### src/rtl/apb_timer_mc.sv
// Multi-channel APB timer: NCH prescaled up-counters with compare match, one-shot mode,
// selectable count source (clock / event edge / cascade) and level IRQ per channel.
module apb_timer_mc #(
  parameter int NCH   = 4,
  parameter int CNT_W = 32,
  parameter int PSC_W = 8
) (
  input  logic           clk_i,
  input  logic           rst_i,
  input  logic           PSEL,
  input  logic           PENABLE,
  input  logic           PWRITE,
  input  logic [11:0]    PADDR,
  input  logic [31:0]    PWDATA,
  output logic [31:0]    PRDATA,
  output logic           PREADY,
  output logic           PSLVERR,
  input  logic           stoptimer_i,
  input  logic [NCH-1:0] event_i,
  output logic [NCH-1:0] irq_o,
  output logic           busy_o
);

  typedef enum logic [1:0] {
    REG_CFG  = 2'd0,
    REG_CNT  = 2'd1,
    REG_CMP  = 2'd2,
    REG_STAT = 2'd3
  } reg_e;

  logic           access;
  logic           addr_err;
  logic           wr_en;
  logic           rd_en;
  logic [3:0]     ch_sel;
  reg_e           reg_sel;
  logic [NCH-1:0] en_vec;
  logic [NCH-1:0] match_q_vec;
  logic [NCH:0]   casc_vec;
  logic [31:0]    rd_vals [NCH];

  assign access   = PSEL & PENABLE;
  assign addr_err = ({20'd0, PADDR} >= 32'(NCH * 16)) || (PADDR[1:0] != 2'b00);
  assign wr_en    = access & PWRITE & ~addr_err;
  assign rd_en    = access & ~PWRITE & ~addr_err;
  assign ch_sel   = PADDR[7:4];
  assign reg_sel  = reg_e'(PADDR[3:2]);
  assign PREADY   = 1'b1;
  assign PSLVERR  = access & addr_err;
  assign busy_o   = |en_vec;
  // Bit c of casc_vec is channel c-1's match pulse; channel 0 sees a constant 0.
  assign casc_vec = {match_q_vec, 1'b0};

  always_comb begin
    PRDATA = '0;
    if (rd_en) begin
      for (int unsigned c = 0; c < NCH; c++) begin
        if (ch_sel == c[3:0]) PRDATA = rd_vals[c];
      end
    end
  end

  for (genvar c = 0; c < NCH; c++) begin : g_ch
    logic             en_r, oneshot_r, irq_en_r, match_r, match_q_r, event_q_r;
    logic [1:0]       src_r;
    logic [PSC_W-1:0] presc_r, psc_r;
    logic [CNT_W-1:0] cnt_r, cmp_r;
    logic             sel, cfg_wr, cnt_wr, cmp_wr, stat_wr;
    logic             pulse, tick, step, hit;
    logic [31:0]      rd_val;

    assign sel     = wr_en & (ch_sel == 4'(c));
    assign cfg_wr  = sel & (reg_sel == REG_CFG);
    assign cnt_wr  = sel & (reg_sel == REG_CNT);
    assign cmp_wr  = sel & (reg_sel == REG_CMP);
    assign stat_wr = sel & (reg_sel == REG_STAT);

    always_comb begin
      pulse = 1'b0;
      case (src_r)
        2'd0:    pulse = 1'b1;
        2'd1:    pulse = event_i[c] & ~event_q_r;
        2'd2:    pulse = casc_vec[c];
        default: pulse = 1'b0;
      endcase
    end

    assign tick = en_r & ~stoptimer_i & pulse;
    assign step = tick & (psc_r == presc_r);
    assign hit  = step & (cnt_r == cmp_r);

    // Later assignments override earlier ones: APB writes beat the count step,
    // a CFG write beats the one-shot EN clear, and a match beats the W1C clear.
    always_ff @(posedge clk_i or posedge rst_i) begin
      if (rst_i) begin
        en_r      <= 1'b0;
        oneshot_r <= 1'b0;
        irq_en_r  <= 1'b0;
        src_r     <= '0;
        presc_r   <= '0;
        psc_r     <= '0;
        cnt_r     <= '0;
        cmp_r     <= '1;
        match_r   <= 1'b0;
        match_q_r <= 1'b0;
        event_q_r <= 1'b0;
      end else begin
        event_q_r <= event_i[c];
        match_q_r <= hit;
        if (tick) psc_r <= (psc_r == presc_r) ? '0 : psc_r + PSC_W'(1);
        if (step) cnt_r <= hit ? '0 : cnt_r + CNT_W'(1);
        if (hit && oneshot_r) en_r <= 1'b0;
        if (cnt_wr) begin
          cnt_r <= PWDATA[CNT_W-1:0];
          psc_r <= '0;
        end
        if (cfg_wr) begin
          en_r      <= PWDATA[0];
          oneshot_r <= PWDATA[2];
          irq_en_r  <= PWDATA[3];
          src_r     <= PWDATA[5:4];
          presc_r   <= PWDATA[8 +: PSC_W];
          if (PWDATA[1]) begin
            cnt_r <= '0;
            psc_r <= '0;
          end
        end
        if (cmp_wr) cmp_r <= PWDATA[CNT_W-1:0];
        if (stat_wr && PWDATA[0]) match_r <= 1'b0;
        if (hit) match_r <= 1'b1;
      end
    end

    always_comb begin
      rd_val = '0;
      case (reg_sel)
        REG_CFG: begin
          rd_val[0]           = en_r;
          rd_val[2]           = oneshot_r;
          rd_val[3]           = irq_en_r;
          rd_val[5:4]         = src_r;
          rd_val[8 +: PSC_W]  = presc_r;
        end
        REG_CNT:  rd_val[CNT_W-1:0] = cnt_r;
        REG_CMP:  rd_val[CNT_W-1:0] = cmp_r;
        REG_STAT: rd_val[0]         = match_r;
        default:  rd_val = '0;
      endcase
    end

    assign rd_vals[c]     = rd_val;
    assign en_vec[c]      = en_r;
    assign match_q_vec[c] = match_q_r;
    assign irq_o[c]       = match_r & irq_en_r;
  end

endmodule

### config.mk
export PLATFORM = sky130hd
export DESIGN_NAME = apb_timer_mc
export DESIGN_NICKNAME = d
export VERILOG_FILES = /design/src/rtl/apb_timer_mc.sv
export SDC_FILE = /design/constraint.sdc
export NUM_CORES = 1
export LEC_CHECK = 0
export ABC_CLOCK_PERIOD_IN_PS = 14300
export CORE_ASPECT_RATIO = 0.5
export CORE_MARGIN = 2
export CORE_UTILIZATION = 30
export CTS_CLUSTER_SIZE = 24
export DETAILED_ROUTE_END_ITERATION = 10
export DONT_BUFFER_PORTS = 1
export GPL_TIMING_DRIVEN = 1
export PLACE_DENSITY = 0.52
export SYNTH_ARGS = -nofsm -noshare
export SYNTH_HDL_FRONTEND = slang
export SYNTH_SLANG_ARGS = --single-unit
### constraint.sdc
create_clock -name clk_i -period 14.3 [get_ports clk_i]
set_input_delay 2.86 -clock clk_i [delete_from_list [all_inputs] [get_ports clk_i]]
set_output_delay 2.86 -clock clk_i [all_outputs]
set_load 0.005 [all_outputs]
==> flow_results.org <==
** STA
- Tmin final :: 8.53 ns
- Number of pins with negative max-slew slack in the final report :: 0
- For the pin with the worst max-slew slack, the measured transition is 1.28 ns.
- Worst slack on hold paths :: 0.506 ns
- Setup violations, final :: 0
- Unrepaired setup endpoints after global routing :: false
- F_max :: 117 MHz
- The final-report hold violation count was 0.
- Setup TNS :: 0 ns
- Worst setup skew after layout :: 0.0182 ns
- Relative max-transition margin :: 14.6%
- Period Utilization, post-route :: 59.6%

** Finish
- 0 antenna diodes ended up in the layout.
- Nets :: 2109
- Fraction of final layout cells sized beyond drive strength 1 :: 20.2%
- The finished cells cover 22500 um2.
- Area delta synth->final :: 9.82%

** Power and ir drop
- Part of the power in registers :: 47.0%
- Worst supply voltage drop on vdd :: 0.0717 mV
- Combinational share of power :: 3.8%
- Internal power comes to 1620 uW.
- Of the total power, the clock network draws 49.1%.
- Of the total power, the share spent switching nets is 23.7%.
- The analysis attributes to net switching a power of 503 uW.
- For this design the ratio of total power to cell area is 94.5 nW/um2.
- Leakage Power :: 0.00873 uW

** Clocking
- Max Root-Sink Buffers :: 3
- Gates resized during post-CTS repair numbered 0.
- The cell sitting at the root of the clock tree is a clkbuf_16.
- Clock latency on the worst-skew pair, taken at its later pin, is 0.55 ns.
- CTS saw 351 sinks.
- TritonCTS created 39 clock buffers.
- Cts hold-fix bufs :: 0
- The H-tree was split into 2 levels.
- CTS tree :: done
- Post-CTS timing repair inserted 0 buffers for setup.
- Clock-pin slew was measured on the worst setup and hold paths at 0.06 ns.

** Place
- DPL Wire Length :: 51.6 mm
- In this run the tool buffered the top-level ports with 0 buffer cells.
- Post-Place Cell Area :: 21200 um2
- Final Wtd Congestion :: 0.924

** Global route
- Global routing consumed, over all layers together, 20.4% of the routing resources.
- Number of global-route vias before repair :: 15384
- The first global-routing pass estimated 109 mm of wire.
- After global routing the overflow that remains totals 0.
- Number of antenna violations at the first check in global routing :: 2
- Entering global routing, the biggest net connects 100 pins.

** Synth
- Synthesis inferred 351 register bits.
- Post-synth net total :: 2205
- Synthesis instantiated 60 different standard cells from the library.
- Area fraction of the dominant cell type after synthesis :: 27.2%
- Ys async rst share :: 100%
- Summed over all instances, the cell type with the most area after synthesis is dfrtp_1.
- Ys flop type :: dfrtp_1
- Counting every instance in the synthesized netlist gives 2137.
- Post-synth design cell area :: 20500 um2
- Sequential elements use 43.6% of the synthesized area.
- Top cells by area, synth :: dfrtp_1 27%, dfstp_2 16%, mux2_2 9.3%
- A synthesized cell averages 9.59 um2.
- The Yosys step of the flow raised 0 warnings.
- Counting flops with a built-in enable in the synthesized netlist gives 0.

** Drt
- First-pass detailed-route iteration total :: 8
- Using the TritonRoute via totals, the vias-per-cell ratio works out to 5.54.
- Initial detailed-routing violation count :: 1798
- Post-route antenna net violation count :: 0
- Detailed-route DRC error count :: 0
- Wire length per cell after detailed routing :: 24.7 um
- Routed wire length :: 73.2 mm
- Vias after detailed routing :: 16439

** Die
- The floorplan step set the die height to 189 um.
- The die is 374 um wide.
- Overall die area :: 70500 um2
- The floorplan has 67 rows.
- Initial core utilization :: 30.5%
- In this run the count of I/O pins placed on the die edge is 93.
- The region available for standard cell placement spans 67200 um2.

** Run
- Max Cap Violations :: 0

** Critical path
- Critical path endpoint category :: output port
- Reg2Reg Capture Point :: g_ch[1].cnt_r[12]$_DFF_PP0_
- The setup path with the least slack is of type input port to output port.
- STA classifies the critical path startpoint as an input port.
- Flop-to-flop setup slack :: 10.82 ns
- The worst register-to-register path begins at g_ch[1].src_r[0]$_DFFE_PP0P_.
- Peak fanout along the critical path :: 68
- Worst path required time :: 11.44 ns
- Data arrival time of the critical path :: 5.67 ns
- Length in cells of the worst reg-to-reg path :: 7

** Hold path
- The tightest min-delay check is of the flop to flop type.
- Counting instances, the worst hold path has a depth of 2.
- The worst hold path terminates at g_ch[3].cmp_r[0]$_DFFE_PP1P_.
- Hold path startpoint :: g_ch[3].cmp_r[0]$_DFFE_PP1P_

** Outcome
- The run finished with clean final reports.
[stage by stage]
step / setup slack, ns / utilization (%) / cells / total power [uW]
global route: 5.62 / 33.5 / 2968 / 2190
floorplan: 1.92 / - / 2137 / 1070
global placement: 5.90 / 31.5 / 2897 / 1100
finish: 5.77 / 33.5 / 2968 / 2130
detailed placement: 5.84 / 31.5 / 2897 / 1100
CTS: 5.84 / 33.5 / 2968 / 2140
[critical path: stages]
cell      delay (ns)
inv_1           0.11
ha_4            0.69
buf_4           0.82
inv_1           0.43
o211ai_1        0.37
nand4_1         0.14
nor2_1          0.18
[cell usage after synthesis (2+ instances only)]
cell type / instances
a211oi_1: 6
a21boi_0: 3
a21oi_1: 26
a221oi_1: 48
a222oi_1: 4
a22o_1: 4
a22oi_1: 76
a31oi_1: 5
and2_1: 8
and3_1: 16
and4_1: 9
buf_1: 10
buf_2: 35
clkbuf_1: 110
clkbuf_2: 2
dfrtp_1: 223
dfstp_2: 128
ha_1: 14
inv_1: 38
mux2_1: 5
mux2_2: 170
nand2_1: 265
nand2b_1: 12
nand3_1: 103
nand3b_1: 4
nand4_1: 76
nand4_2: 3
nor2_1: 128
nor2b_1: 5
nor3_1: 46
nor3_2: 5
nor4_1: 60
nor4_2: 7
nor4_4: 2
o211ai_1: 3
o21ai_0: 95
o21ai_1: 48
o22ai_1: 2
o31ai_1: 2
or2_2: 4
or4_1: 3
xnor2_1: 213
xor2_1: 94
[cells by family after synthesis]
| logic type | Yosys count | share of synthesized area, % |
|---|---|---|
| flip-flops | 351 | 43.6 |
| AND/OR/NAND/NOR | 761 | 18.3 |
| XOR/XNOR | 307 | 13.1 |
| buffers and inverters | 196 | 3.83 |
| adder cells (fa/ha/maj) | 14 | 0.855 |
| multiplexers | 176 | 9.67 |
| other | 1 | 0.0183 |
| AO/OA/AOI/OAI | 331 | 10.6 |
[routing by layer]
layer / up-vias / routed length [um] / GRT usage (%)
met5: - / 0 / 0
met1: 8402 / 33700 / 29.5
met3: 88 / 4620 / 3.15
met4: 0 / 1770 / 4.94
met2: 569 / 33200 / 32.0
li1: 7380 / - / -
[area by class of cell]
cell class | instances | area (um2)
Clock buffer | 61 | 1190
Clock inverter | 10 | 106
Fill cell | 6890 | 44700
Inverter | 38 | 150
Multi-Input combinational cell | 1590 | 10800
Sequential cell | 351 | 8940
Tap cell | 897 | 1120
Timing Repair Buffer | 21 | 158
[flip-flops by register name, indices dropped and copies added, names as in the netlist, 8 cells and up]
register / count
g_ch.cmp_r: 128
g_ch.src_r: 8
g_ch.cnt_r: 128
g_ch.psc_r: 32
g_ch.presc_r: 32
[how the worst max path moves through the flow]
stage | to | slack, ns | depth (start not counted) | from
after floorplan | g_ch[0].cnt_r[0]$_DFF_PP0_ | 1.92 | 1 | rst_i
after global placement | PRDATA[13] | 5.90 | 7 | PADDR[3]
after detailed placement | PRDATA[13] | 5.84 | 7 | PADDR[3]
after CTS | PRDATA[13] | 5.84 | 7 | PADDR[3]
after global routing | PRDATA[23] | 5.62 | 7 | PADDR[2]
final | PRDATA[13] | 5.77 | 7 | PADDR[3]
[power groups by stage]
stage	clock network, uW	registers [uW]	logic [uW]
3_5_place_dp	0	1020	82.0
2_1_floorplan	0	1020	56.4
5_1_grt	1100	999	87.9
4_1_cts	1060	999	82.1
3_3_place_gp	0	1020	81.5
6_report	1040	999	81.7
[cell usage in the layout, fill, tap and decap left out, drive strengths merged, types with 21 or more instances in the layout]
cell type  count
nor2         128
xor2          94
xnor2        213
mux2         175
nand2        265
buf           21
nand4         79
dfrtp        223
dfstp        128
nand3        104
nor3          51
a22oi         76
inv           38
o21ai        143
nor4          69
a21oi         26
clkbuf        61
a221oi        50
Power figures use the tool's default switching activity.
